$ cat config.mk
export PLATFORM = sky130hd
export DESIGN_NAME = control_word_encoder_flat
export DESIGN_NICKNAME = d
export VERILOG_FILES = /design/src/rtl/control_word_encoder_if.sv /design/src/rtl/control_word_encoder.sv /design/src/flat_wrapper.sv
export SDC_FILE = /design/constraint.sdc
export NUM_CORES = 1
export LEC_CHECK = 0
export CORE_MARGIN = 10
export CORE_UTILIZATION = 46
export DETAILED_ROUTE_END_ITERATION = 10
export GPL_ROUTABILITY_DRIVEN = 0
export MAX_ROUTING_LAYER = met4
export PLACE_DENSITY = 0.82
export SKIP_LAST_GASP = 1
export SLEW_MARGIN = 20
export SYNTH_ARGS = -nofsm -noshare
export SYNTH_HDL_FRONTEND = slang
export SYNTH_SLANG_ARGS = --single-unit
$ cat constraint.sdc
create_clock -name clk -period 2.3 [get_ports clk]
set_clock_uncertainty 0.15 [all_clocks]
set_input_delay 0.345 -clock clk [delete_from_list [all_inputs] [get_ports clk]]
set_output_delay 0.345 -clock clk [all_outputs]
set_load 0.02 [all_outputs]
$ cat src/rtl/control_word_encoder_if.sv
// Handshake bundle for control_word_encoder: control bundle in, re-encoded opcode out,
// plus illegal-bundle counter and occupancy status.
interface control_word_encoder_if #(
    parameter int DEPTH = 4,
    parameter int CNT_W = 8
);
    logic                     in_valid;
    logic                     in_ready;
    logic [9:0]               in_ctrl;
    logic                     out_valid;
    logic                     out_ready;
    logic [5:0]               out_opcode;
    logic                     out_illegal;
    logic                     err_clr;
    logic [CNT_W-1:0]         err_count;
    logic [$clog2(DEPTH):0]   fill;

    modport master (
        output in_valid, in_ctrl, out_ready, err_clr,
        input  in_ready, out_valid, out_opcode, out_illegal, err_count, fill
    );

    modport slave (
        input  in_valid, in_ctrl, out_ready, err_clr,
        output in_ready, out_valid, out_opcode, out_illegal, err_count, fill
    );
endinterface

$ cat src/rtl/control_word_encoder.sv
// Re-encodes a main-decoder control bundle to its MIPS opcode into a DEPTH-entry FIFO; 1-cycle latency.
// Backpressure: in_ready = !full (state only); head entry held stable until popped.
module control_word_encoder #(
    parameter int DEPTH = 4,
    parameter int CNT_W = 8
) (
    input  logic                  clk,
    input  logic                  rst_n,
    control_word_encoder_if.slave bus
);
    localparam int AW = $clog2(DEPTH);
    localparam int FW = AW + 1;

    logic [6:0]       r_mem [DEPTH];
    logic [AW-1:0]    r_wr_ptr;
    logic [AW-1:0]    r_rd_ptr;
    logic [FW-1:0]    r_fill;
    logic [CNT_W-1:0] r_err_count;

    logic             w_full;
    logic             w_empty;
    logic             w_push;
    logic             w_pop;
    logic             w_illegal;
    logic [5:0]       w_opcode;
    logic [6:0]       w_head;

    assign w_full  = (r_fill == FW'(DEPTH));
    assign w_empty = (r_fill == '0);
    assign w_push  = bus.in_valid && !w_full;
    assign w_pop   = bus.out_ready && !w_empty;

    // Exact match only: any stray bit in an unused field makes the bundle illegal.
    always_comb begin
        w_opcode  = 6'b000000;
        w_illegal = 1'b0;
        case (bus.in_ctrl)
            10'b1010000100: w_opcode = 6'b000000;
            10'b1101100000: w_opcode = 6'b100011;
            10'b0100010000: w_opcode = 6'b101011;
            10'b0000001010: w_opcode = 6'b000100;
            10'b0000000001: w_opcode = 6'b000010;
            default: begin
                w_opcode  = 6'b111111;
                w_illegal = 1'b1;
            end
        endcase
    end

    always_ff @(posedge clk) begin
        if (w_push) begin
            r_mem[r_wr_ptr] <= {w_illegal, w_opcode};
        end
    end

    always_ff @(posedge clk or negedge rst_n) begin
        if (!rst_n) begin
            r_wr_ptr <= '0;
            r_rd_ptr <= '0;
            r_fill   <= '0;
        end else begin
            if (w_push) begin
                r_wr_ptr <= r_wr_ptr + AW'(1);
            end
            if (w_pop) begin
                r_rd_ptr <= r_rd_ptr + AW'(1);
            end
            case ({w_push, w_pop})
                2'b10:   r_fill <= r_fill + FW'(1);
                2'b01:   r_fill <= r_fill - FW'(1);
                default: r_fill <= r_fill;
            endcase
        end
    end

    // Clear wins over a same-cycle illegal push; count saturates at all-ones.
    always_ff @(posedge clk or negedge rst_n) begin
        if (!rst_n) begin
            r_err_count <= '0;
        end else if (bus.err_clr) begin
            r_err_count <= '0;
        end else if (w_push && w_illegal && (r_err_count != '1)) begin
            r_err_count <= r_err_count + CNT_W'(1);
        end
    end

    assign w_head          = r_mem[r_rd_ptr];
    assign bus.in_ready    = !w_full;
    assign bus.out_valid   = !w_empty;
    assign bus.out_opcode  = w_empty ? 6'b000000 : w_head[5:0];
    assign bus.out_illegal = w_empty ? 1'b0 : w_head[6];
    assign bus.err_count   = r_err_count;
    assign bus.fill        = r_fill;
endmodule

$ cat src/flat_wrapper.sv
// flat-port wrapper written by rule: the top's interface ports become plain ports
module control_word_encoder_flat 
#(
    parameter int DEPTH = 4,
    parameter int CNT_W = 8
)
  (clk, rst_n, bus_in_valid, bus_in_ctrl, bus_out_ready, bus_err_clr, bus_in_ready, bus_out_valid, bus_out_opcode, bus_out_illegal, bus_err_count, bus_fill);
  control_word_encoder_if #(.DEPTH(DEPTH), .CNT_W(CNT_W)) bus_i ();
  input  logic clk;
  input  logic rst_n;
  input wire logic [$bits(bus_i.in_valid)-1:0] bus_in_valid;
  input wire logic [$bits(bus_i.in_ctrl)-1:0] bus_in_ctrl;
  input wire logic [$bits(bus_i.out_ready)-1:0] bus_out_ready;
  input wire logic [$bits(bus_i.err_clr)-1:0] bus_err_clr;
  output wire logic [$bits(bus_i.in_ready)-1:0] bus_in_ready;
  output wire logic [$bits(bus_i.out_valid)-1:0] bus_out_valid;
  output wire logic [$bits(bus_i.out_opcode)-1:0] bus_out_opcode;
  output wire logic [$bits(bus_i.out_illegal)-1:0] bus_out_illegal;
  output wire logic [$bits(bus_i.err_count)-1:0] bus_err_count;
  output wire logic [$bits(bus_i.fill)-1:0] bus_fill;
  assign bus_i.in_valid = bus_in_valid;
  assign bus_i.in_ctrl = bus_in_ctrl;
  assign bus_i.out_ready = bus_out_ready;
  assign bus_i.err_clr = bus_err_clr;
  assign bus_in_ready = bus_i.in_ready;
  assign bus_out_valid = bus_i.out_valid;
  assign bus_out_opcode = bus_i.out_opcode;
  assign bus_out_illegal = bus_i.out_illegal;
  assign bus_err_count = bus_i.err_count;
  assign bus_fill = bus_i.fill;
  control_word_encoder #(.DEPTH(DEPTH), .CNT_W(CNT_W)) u_core (.clk(clk), .rst_n(rst_n), .bus(bus_i));
endmodule
==> metrics.txt <==
worst-path maximum fanout 3; Worst Tran Pin Value 0.7195 ns; Final Cell Area 2426 um^2; Avg Cell Area, Syn 12.48 um^2; CP delay by family, top multiplexers; Via Count 1314; CP max-delay cell mux4_2; TritonCTS Sinks 35; clock transition at the registers of the reported paths 0.07 ns; Die H 82.72 um; H-tree levels 2; mapped cell area about 1800 um^2; EDFF count, synth 20; commonest non-fill, non-tap cell in the layout clkdlybuf4s50_1; final hold violation count 0; Slew HR 51.89%; final setup violation count 0; DRT Pass-1 Iters 4; Inserted Clock Buffers 5; Starting DRT DRC Count 60; Worst-Skew Late Latency just under 0.3 ns; reg2reg end u_core.bus.fill[2]; Max-Cap Viols 0; wire per inst 15.94 um; Port Buffer Count 34; fin nets 219; Synth Flop Type edfxtp_1; Vias/cell 5.341; status complete, no violations; Detail Route Antenna Nets 0; setup TNS 0 ns; crit-path cells buf_4, mux4_2, and2_1, dlygate4sd2_1; commonest cells after routing, fill and taps aside clkdlybuf4s50_1, edfxtp_1, buf_4; GRT Util Overall approximately an eighth; fraction of layout cells with a size suffix above 1 28.79%; GRT overflow 0; RR Startpoint u_core.bus.fill[0]; Ys Warns 0; Final period util 98.74%; CP Launch Point u_core.r_rd_ptr[0]; Largest stage delay, worst path 0.48 ns; Fillers 291; Setup crit start kind flop; Peak VDD IR approximately 0.00035 V; Distinct cells, synth 40; Net Count, Synth 167; # hold bufs at CTS 0; first-pass GRT wire length 6.251 mm; CP Capture Point bus_out_opcode[1]; Crit. path cell count 4; number of global-route vias before repair between 1000 and 1500; Die Area 6842 um^2; R2R cell count 8; Req. time, crit path 1.80 ns; residual DRC count 0; Die W about 83 um; Highest Clock Rate 440.3 MHz; CTS tree yes; Root Buffer clkbuf_8; final WL 3.922 mm; placed cells 232; Worst setup EP type output port; Initial Util 48.33%; FP Rows 22; asr flop ratio synth about 43%; Seq cells post-synth 35; Ports 35; Hold Path Class in -> async; initial antenna violation count 0; Worst R2R Setup Slack 0.12 ns; Mapped Cells around 150; Seq/Total Area, Yosys 53.94%; Slew Viols, Final 0; Final HPWL DP 2.932 mm; leakage approximately 0.97 nW; largest net degree at the start of global routing 16; RSZ-0062 raised after global routing true; WP buf/inv 2; crit path kind reg -> out; Tmin final between 2 and 2.5 ns; fin cells 246; worst hold slack ~0.33 ns; Bufs on Longest Clock Path 2; antenna cells 0; Core Area 3744 um^2; Area after DPL roughly 2300 um^2; PwrDens 1009 nW/um^2; critical path data arrival time 1.78 ns; Area Growth Syn to Fin 34.09%; total chip power 2.448 mW
## cell families (layout without fill, tap and decap cells)
family	Yosys count	after routing	synth area share (%)
flops	35	35	53.94
buf+inv	18	71	5.671
mux	8	8	8.022
simple gates	50	50	16.67
fa+ha+maj	7	7	5.256
xor+xnor	6	6	2.905
compound gates	21	21	7.538
## Yosys cell counts, types with 4 or more instances
master	number	area share (%)
a21oi_1	7	1.9
and2_1	6	2.1
and3_1	4	1.4
dfrtp_1	15	21
edfxtp_1	20	33
ha_1	6	4.1
inv_1	10	2.1
mux4_2	5	6.2
nand2_1	5	1.0
nand3_1	6	1.7
nor2_1	7	1.5
o21ai_0	5	1.4
o31ai_1	5	2.1
or3_1	4	1.4
or4_1	5	2.1
## power by group
group | internal, mW | switching (mW) | total (mW)
sequential | 0.819 | 0.0975 | 0.916
clock | 0.210 | 0.225 | 0.435
combinational | 0.537 | 0.559 | 1.10
## through the flow
stage                     util, %  setup WS, ns
after floorplan                 -       0.01257
after global placement      60.13       -0.2556
after detailed placement    60.13       -0.3320
after CTS                   62.73       -0.1176
after global routing        64.81      -0.04255
final                       64.81       0.02904
## worst min-delay path by stage
| stage | startpoint | endpoint | slack (ns) | cells past startpoint |
|---|---|---|---|---|
| global placement | u_core.bus.fill[2] | u_core.bus.fill[2] | 0.32 | 1 |
| detailed placement | u_core.bus.fill[2] | u_core.bus.fill[2] | 0.34 | 1 |
| floorplan | rst_n | u_core.bus.err_count[0] | -0.10 | 0 |
| global route | u_core.bus.fill[2] | u_core.bus.fill[2] | 0.37 | 1 |
| finish | rst_n | u_core.r_rd_ptr[1] | 0.33 | 1 |
| CTS | rst_n | u_core.r_rd_ptr[1] | 0.35 | 1 |
## layout make-up
class,count,area [um^2],area share [%]
flip-flops and latches,35,980.9,40.43
well taps,48,60.06,2.475
clock buffers,5,68.82,2.837
repair buffers,53,475.5,19.60
inverters,10,37.54,1.547
multi-input cells,92,783.3,32.28
clock inverters,3,20.02,0.8252
## flip-flops by register name, indices dropped and copies added, names as in the netlist
name	cells
u_core.r_rd_ptr	2
u_core.r_wr_ptr	2
u_core.r_mem	20
u_core.bus.err_count	8
u_core.bus.fill	3
## repair_timing
| item | CTS | global route |
|---|---|---|
| hold endpoints to repair | 0 | 0 |
| pin swaps | 3 | 5 |
| setup buffers | 2 | 4 |
| gates resized for setup | 15 | 23 |
| setup endpoints to repair | 10 | 25 |
## per-layer routing
layer  vias to the layer above  share of wire [%]  GRT usage, %
met3                         5                7.0         3.672
met2                        40                 52         20.22
li1                        632                  -             -
met1                       637                 40         13.31
met4                         0                1.2         4.682
met5                         -                  0             -
No activity file was read; power rests on OpenSTA's default activity.
